File: src/rtl/rf_write_arbiter_pkg.sv
// Shared CPU definitions for the register-file write path: widths and the
// writeback port identifiers used by the arbiter.
package rf_write_arbiter_pkg;
  localparam int XLEN   = 32;
  localparam int NREG   = 32;
  localparam int RIDX_W = $clog2(NREG);

  typedef enum logic {
    PORT_A = 1'b0,
    PORT_B = 1'b1
  } port_e;
endpackage

File: src/rtl/rf_scoreboard.sv
// Per-register pending-write scoreboard: decode marks a destination busy,
// the register-file write clears it; a same-edge mark beats the clear.
module rf_scoreboard #(
  parameter int NREG = rf_write_arbiter_pkg::NREG
) (
  input  logic                    clk,
  input  logic                    rst,
  input  logic                    mark_valid,
  input  logic [$clog2(NREG)-1:0] mark_rd,
  input  logic                    clr_valid,
  input  logic [$clog2(NREG)-1:0] clr_rd,
  output logic [NREG-1:0]         busy
);
  logic [NREG-1:0] set_mask, clr_mask, busy_nxt;

  always_comb begin
    set_mask = '0;
    clr_mask = '0;
    if (mark_valid) set_mask[mark_rd] = 1'b1;
    if (clr_valid)  clr_mask[clr_rd]  = 1'b1;
    busy_nxt    = (busy & ~clr_mask) | set_mask;
    // x0 is hardwired zero, so it can never have a pending write
    busy_nxt[0] = 1'b0;
  end

  always_ff @(posedge clk or posedge rst) begin
    if (rst) busy <= '0;
    else     busy <= busy_nxt;
  end
endmodule

File: src/rtl/rf_write_arbiter.sv
// Two-port writeback arbiter in front of the single register-file write port.
// Each port has a one-entry skid slot; contention is resolved round-robin.
module rf_write_arbiter
  import rf_write_arbiter_pkg::*;
#(
  parameter int XLEN = rf_write_arbiter_pkg::XLEN,
  parameter int NREG = rf_write_arbiter_pkg::NREG
) (
  input  logic                    clk,
  input  logic                    rst,
  input  logic                    a_valid,
  output logic                    a_ready,
  input  logic [$clog2(NREG)-1:0] a_rd,
  input  logic [XLEN-1:0]         a_data,
  input  logic                    b_valid,
  output logic                    b_ready,
  input  logic [$clog2(NREG)-1:0] b_rd,
  input  logic [XLEN-1:0]         b_data,
  output logic                    wr_en,
  output logic [$clog2(NREG)-1:0] wr_rd,
  output logic [XLEN-1:0]         wr_data,
  input  logic                    mark_valid,
  input  logic [$clog2(NREG)-1:0] mark_rd,
  output logic [NREG-1:0]         busy
);
  localparam int RW = $clog2(NREG);

  logic            a_full, b_full;
  logic [RW-1:0]   a_slot_rd, b_slot_rd;
  logic [XLEN-1:0] a_slot_data, b_slot_data;
  port_e           prio;
  logic            grant_a, grant_b, grant_any;

  // Grant depends only on registered state, so ready never loops through valid
  assign grant_a   = a_full && (!b_full || prio == PORT_A);
  assign grant_b   = b_full && (!a_full || prio == PORT_B);
  assign grant_any = grant_a || grant_b;

  assign a_ready = !a_full || grant_a;
  assign b_ready = !b_full || grant_b;

  always_comb begin
    wr_rd   = '0;
    wr_data = '0;
    if (grant_a) begin
      wr_rd   = a_slot_rd;
      wr_data = a_slot_data;
    end else if (grant_b) begin
      wr_rd   = b_slot_rd;
      wr_data = b_slot_data;
    end
    wr_en = grant_any && (wr_rd != '0);
  end

  always_ff @(posedge clk or posedge rst) begin
    if (rst) begin
      a_full      <= 1'b0;
      a_slot_rd   <= '0;
      a_slot_data <= '0;
    end else if (a_valid && a_ready) begin
      a_full      <= 1'b1;
      a_slot_rd   <= a_rd;
      a_slot_data <= a_data;
    end else if (grant_a) begin
      a_full <= 1'b0;
    end
  end

  always_ff @(posedge clk or posedge rst) begin
    if (rst) begin
      b_full      <= 1'b0;
      b_slot_rd   <= '0;
      b_slot_data <= '0;
    end else if (b_valid && b_ready) begin
      b_full      <= 1'b1;
      b_slot_rd   <= b_rd;
      b_slot_data <= b_data;
    end else if (grant_b) begin
      b_full <= 1'b0;
    end
  end

  // Priority only moves when the loser was actually waiting
  always_ff @(posedge clk or posedge rst) begin
    if (rst)                  prio <= PORT_A;
    else if (a_full && b_full) prio <= grant_a ? PORT_B : PORT_A;
  end

  rf_scoreboard #(.NREG(NREG)) u_scoreboard (
    .clk        (clk),
    .rst        (rst),
    .mark_valid (mark_valid),
    .mark_rd    (mark_rd),
    .clr_valid  (wr_en),
    .clr_rd     (wr_rd),
    .busy       (busy)
  );
endmodule
File: config.mk
export PLATFORM = sky130hd
export DESIGN_NAME = rf_write_arbiter
export DESIGN_NICKNAME = d
export VERILOG_FILES = /design/src/rtl/rf_write_arbiter_pkg.sv /design/src/rtl/rf_scoreboard.sv /design/src/rtl/rf_write_arbiter.sv
export SDC_FILE = /design/constraint.sdc
export NUM_CORES = 1
export LEC_CHECK = 0
export ABC_CLOCK_PERIOD_IN_PS = 6510
export CORE_ASPECT_RATIO = 0.6
export CORE_MARGIN = 3
export CORE_UTILIZATION = 50
export DETAILED_ROUTE_END_ITERATION = 8
export PLACE_DENSITY_LB_ADDON = 0.2
export SETUP_SLACK_MARGIN = 0.3
export SKIP_LAST_GASP = 1
export SYNTH_ARGS = -nofsm -noshare
export SYNTH_HDL_FRONTEND = slang
export SYNTH_SLANG_ARGS = --single-unit
File: constraint.sdc
create_clock -name clk -period 6.51 [get_ports clk]
set_input_delay 0.651 -clock clk [delete_from_list [all_inputs] [get_ports clk]]
set_output_delay 0.651 -clock clk [all_outputs]
set_load 0.02 [all_outputs]
### Yosys cells after proc, flatten, opt, wreduce, memory -nomap -nowiden

Cells that the tools add are included.

| storage, ports and cells | value |
|---|---|
| output and inout port bits | 72 |
| register bits after elaboration | 108 |
| word-level logic and storage cells | 49 |

| operators by class | value |
|---|---|
| $lt $le $gt $ge | 4 |
| mux-type cells | 15 |
| reduce and logical (&&, ||, !) cells | 18 |
| bitwise gates (word level) | 4 |

Operators with widths:

| kind | count |
|---|---|
| 32-bit 2-to-1 mux | 4 |
| 32-bit bitwise AND | 1 |
| 32-bit inverter | 1 |
| 32-bit OR | 1 |
| 5-bit by 6-bit less-than comparator with 1-bit output (second input constant) | 2 |
| 1-bit demux with 5-bit select | 2 |
| 5-bit by 1-bit greater-or-equal comparator with 1-bit output (second input constant) | 2 |
| 5-bit 2-to-1 mux | 2 |
| 1-bit logical AND | 8 |
| 1-bit 2-to-1 mux | 7 |
| 1-bit logical OR | 5 |
| 5-bit nonzero test | 1 |
| 2-bit nonzero test | 2 |
| 1-bit logical NOT | 2 |
| 1-bit inverter | 1 |

### Depth between registers and ports, before layout

| depth | value |
|---|---|
| depth after elaboration | 13 |
| gate-level depth with buffers | 7 |
| mapped depth without buffers | 5 |

### Hierarchy

A second synthesis with hierarchy kept.

| second synthesis, totals | value |
|---|---|
| cells, all modules | 345 |
| area, all modules | 4625.7 µm² |

By module, submodules not included:

| module | cells each | area an instance (µm²) | instances | sequential area each (µm²) |
|---|---|---|---|---|
| rf_write_arbiter | 223 | 3339.5 | 1 | 1926.8 |
| rf_scoreboard | 122 | 1286.2 | 1 | 775.7 |

### Worst setup path before layout

OpenSTA, ideal clock, no wires.

| timing | value |
|---|---|
| path kind | reg-to-output |
| start | reg prio |
| end | out wr_en |
| path buffers | 2 |
| cell stages (with the launch flop) | 7 |
| arrival | 1868 ps |
| setup slack | 3991 ps |
| data required time | 5859 ps |
| cells stage by stage | dfrtp_1 nand2b_1 buf_6 and2_4 buf_6 a22o_1 or4_1 |

| between the ends | value |
|---|---|
| cells in the longest elaborated chain, start to end | 6 |
| elaborated cells between the ends (all ways) | 10 |
| classes of those cells | mux (2); bitwise (1); reduce/logical (7) |

RTL lines:

| what | line | RTL |
|---|---|---|
| start, declared | rf_write_arbiter.sv:31 | `port_e prio;` |
| start signal, assigned | rf_write_arbiter.sv:86 | `else if (a_full && b_full) prio <= grant_a ? PORT_B : PORT_A;` |
| 1-bit logical OR / 1-bit inverter (equally long branches) | rf_write_arbiter.sv:36, rf_write_arbiter.sv:35 |  |
| 1-bit logical AND / 1-bit logical OR (equally long branches) | rf_write_arbiter.sv:36, rf_write_arbiter.sv:35 |  |
| 5-bit 2-to-1 mux / 1-bit logical AND (equally long branches) | rf_write_arbiter.sv:48, rf_write_arbiter.sv:35 |  |
| 5-bit 2-to-1 mux (*) | rf_write_arbiter.sv:45 | `if (grant_a) begin` |
| via wr_rd[0] | rf_write_arbiter.sv:20 | `output logic [$clog2(NREG)-1:0] wr_rd,` |
| 5-bit nonzero test (*) | rf_write_arbiter.sv:52 | `wr_en = grant_any && (wr_rd != '0);` |
| 1-bit logical AND (*) | rf_write_arbiter.sv:52 |  |
| end, declared | rf_write_arbiter.sv:19 | `output logic wr_en,` |

The timed path passes the listed nets; every way through them passes the cells marked *.

### Worst setup path in the final report

| timing | value |
|---|---|
| start | reg b_full |
| end | out wr_en |

| between the ends | value |
|---|---|
| cells in the longest elaborated chain, start to end | 6 |
| elaborated cells between the ends (all ways) | 9 |
| classes of those cells | mux (2); reduce/logical (7) |

RTL lines:

| what | line | RTL |
|---|---|---|
| start, declared | rf_write_arbiter.sv:28 | `logic a_full, b_full;` |
| start signal, assigned | rf_write_arbiter.sv:71 | `b_full <= 1'b0;` |
| start signal, assigned | rf_write_arbiter.sv:75 | `b_full <= 1'b1;` |
| start signal, assigned | rf_write_arbiter.sv:79 | `b_full <= 1'b0;` |
| 1-bit logical NOT | rf_write_arbiter.sv:35 | `assign grant_a = a_full && (!b_full \|\| prio == PORT_A);` |
| 1-bit logical OR | rf_write_arbiter.sv:35 |  |
| 1-bit logical AND | rf_write_arbiter.sv:35 |  |
| 5-bit 2-to-1 mux | rf_write_arbiter.sv:45 |  |
| 5-bit nonzero test | rf_write_arbiter.sv:52 |  |
| 1-bit logical AND (*) | rf_write_arbiter.sv:52 |  |

Mark *: on every way between the ends. The rest lies on a longest branch, timed or not.

==> impl_metrics.toml <==
[floorplanning]
fp.coreArea_mm2 = 0.009392
dieArea_mm2 = 0.01113
fp.dieH_um = 82.92
row_count = 27
initial_core_util_pct = 52.49
io_pins = 156
die-width_um = 134.2

[setup_path]
crit_type = "register to primary output"
start_kind = "register"
crit_fanout = 41
crit_arrival_ps = 3440
crit_chain = "a21boi_4 -> a32oi_1 -> inv_1 -> or4_1 -> clkdlybuf4s50_1"
required_ps = 5860
worstSetupEndpointType = "primary output"
cpMaxStageDelayCell = "a21boi_4"
worst-r2r-cell-count = 4
max_stage_delay_ps = 1020

[finish]
area_delta_synth_final_pct = 38.30
nFillCells = 679
drive_above_1_share_pct = 17.44
antenna_cells = 0
nets = 641

[pwr]
power_leakage_nw = 2.880
p_clk_share_pct = 19.9
p_per_area_mw_per_mm2 = 400.9
pwr-share-comb_pct = 44.4
p_int_w = 0.001744
p_sw_share_pct = 36.19
pwr-share-seq_pct = 35.7
p_switching_w = 0.0009891
peakVddDrop_uv = 227.5

[sta]
max_freq_mhz = 244.2
slew_viol_final = 0
period_minus_slack_ps = 4095
final.period_utilization_pct = 62.91
hold_viol_final = 0
worst_slack_ps = 2415
setup-tns-final_ps = 0
max_slew_margin_pct = 16.14
tightest_slew_ps = 1255
setup_violations = 0
skew_ps = 10.87
rsz0062_at_grt = "no"

[yosys]
synth-async-reset-ratio_pct = 100.0
synth_area_mm2 = 0.004930
yosys.area.top_type = "dfrtp_1"
syn_avg_cell_area_um2 = 11.88
synth-seq-cells = 108
ys.flop_type = "dfrtp_1"
synth.yosys.seq_area_share_pct = 54.82
ys_top_cells_by_area = "dfrtp_1 55%, mux2_2 17%, a22o_1 6.0%"
synth_top_area_share_pct = 54.82
synthCells = 415
synthDistinctLibCells = 36
synth_edf_count = 0
synth_nets = 499
yosysWarnings = 0

[clock_network]
hold_buffers = 0
post_cts_buffers = 0
clockRootBuffer = "clkbuf_16"
tritoncts = "done"
cts.repair.resized = 0
clockBufferDepth = 2
clkTransAtPathRegs_ps = 60
cts_buffers = 9
clkLatencyLatePin_ps = 340
cts.sinks = 108
h-tree-depth = 3

[min_path]
hold_class = "register to register"
hold_depth = 1

[drt]
drt_first_pass_iters = 5
dr_total_vias = 3856
drc = 0
drt-initial-drc-count = 261
drt-total-wl_um = 13550
avgRoutedWirePerCell_um = 19.58
antenna_left = 0
via_per_inst = 5.572

[global_route]
grt_pass1_wl_um = 21570
grt_overflow = 0
grt_usage_pct = 24.39
antenna_found_initial = 0
grt_max_degree = 61
first_global_vias = 3983

[run_status]
status = "finished clean"

[place]
gp_congestion = 0.9549
pre_cts_slack_ps = 2805
portBuffers = 154
hpwl_um = 9721

[run]
maxCapViolations = 0
per-layer routing:
| metal | routed length (um) | share of wire [%] | global-route usage (%) |
|---|---|---|---|
| met5 | 0 | 0 | 0 |
| met2 | 5708 | 42 | 34.18 |
| met3 | 1323 | 9.8 | 8.414 |
| met4 | 98 | 0.72 | 4.251 |
| met1 | 6417 | 47 | 37.17 |
path summary, 6_finish.rpt:
path	startpoint	endpoint	slack, ps
setup / recovery	b_full	wr_en	2410
hold / removal	b_slot_data[27]	b_slot_data[27]	510
setup reg to reg	b_full	u_scoreboard.busy[21]	3160
hold reg to reg	b_slot_data[27]	b_slot_data[27]	510
max in group asynchronous	rst	u_scoreboard.busy[25]	4540
min in group asynchronous	rst	a_slot_data[1]	750
final cells by class:
cell class / count / area, um^2 / share of cell area (%)
Sequential cell: 108 / 2703 / 39.64
Multi-Input combinational cell: 248 / 1974 / 28.96
Timing Repair Buffer: 155 / 1549 / 22.72
Clock buffer: 12 / 246.5 / 3.615
Tap cell: 130 / 162.7 / 2.386
Inverter: 35 / 133.9 / 1.964
Clock inverter: 4 / 48.80 / 0.7157
power by group through the flow:
stage | Clock, W | Combinational (W) | Sequential, W
floorplan | 0 | 0.000666 | 0.00102
global placement | 0 | 0.00119 | 0.000973
detailed placement | 0 | 0.00121 | 0.000987
CTS | 0.000552 | 0.00122 | 0.000974
global route | 0.000582 | 0.00129 | 0.000998
finish | 0.000544 | 0.00121 | 0.000976
Yosys cell counts (2+ instances only):
| cell type | number |
|---|---|
| o21ai_1 | 2 |
| buf_4 | 6 |
| buf_2 | 3 |
| nand2b_1 | 3 |
| a2111oi_0 | 8 |
| and3_1 | 2 |
| inv_1 | 34 |
| o211ai_1 | 23 |
| o21ai_0 | 29 |
| nor2_1 | 4 |
| nand4b_1 | 2 |
| dfrtp_1 | 108 |
| nand2_1 | 37 |
| nand3b_1 | 2 |
| buf_6 | 2 |
| and3b_1 | 3 |
| nand3_1 | 3 |
| mux2_2 | 74 |
| a21oi_1 | 6 |
| clkbuf_1 | 11 |
| buf_1 | 2 |
| a22o_1 | 34 |
| nor3b_1 | 4 |
state kept, by name, summed over array words and instances (netlist names):
| register | flops |
|---|---|
| a_slot_rd | 5 |
| b_full | 1 |
| b_slot_data | 32 |
| prio | 1 |
| a_slot_data | 32 |
| u_scoreboard.busy | 31 |
| a_full | 1 |
| b_slot_rd | 5 |
critical path: cells and delay by family, from the launching register on:
family          cells  cell delay (ps)
simple gates        1              160
flops               1              550
buf+inv             2              920
compound gates      2             1480
logic make-up after synthesis:
| logic type | after synthesis | share of synthesized area (%) |
|---|---|---|
| buf+inv | 59 | 5.330 |
| compound gates | 106 | 16.02 |
| other cells | 1 | 0.07607 |
| simple gates | 66 | 6.675 |
| flops | 108 | 54.82 |
| xor+xnor | 1 | 0.1777 |
| mux | 74 | 16.90 |
cells in the final DEF (no fill, tap or decap), types with 4 or more instances in the layout:
cell               n
clkdlybuf4s50_1  154
dfrtp_1          108
mux2_2            74
nand2_1           36
a22o_1            34
inv_1             33
o21ai_0           29
o211ai_1          23
clkbuf_16          9
a2111oi_0          8
a21oi_1            6
nor2_1             4
nor3b_1            4
metrics by stage:
step / cells / total power, W / util [%] / cell area, um^2 / hold WS [ps]
after floorplan: 415 / 0.001682 / - / 4930 / 479.8
after global placement: 676 / 0.002163 / 69.45 / 6523 / 486.4
after detailed placement: 676 / 0.002197 / 69.45 / 6523 / 493.8
after CTS: 692 / 0.002745 / 72.60 / 6818 / 509.5
after global routing: 692 / 0.002873 / 72.60 / 6818 / 521.0
final: 692 / 0.002733 / 72.60 / 6818 / 506.0
(Power assumes the default switching activity.)
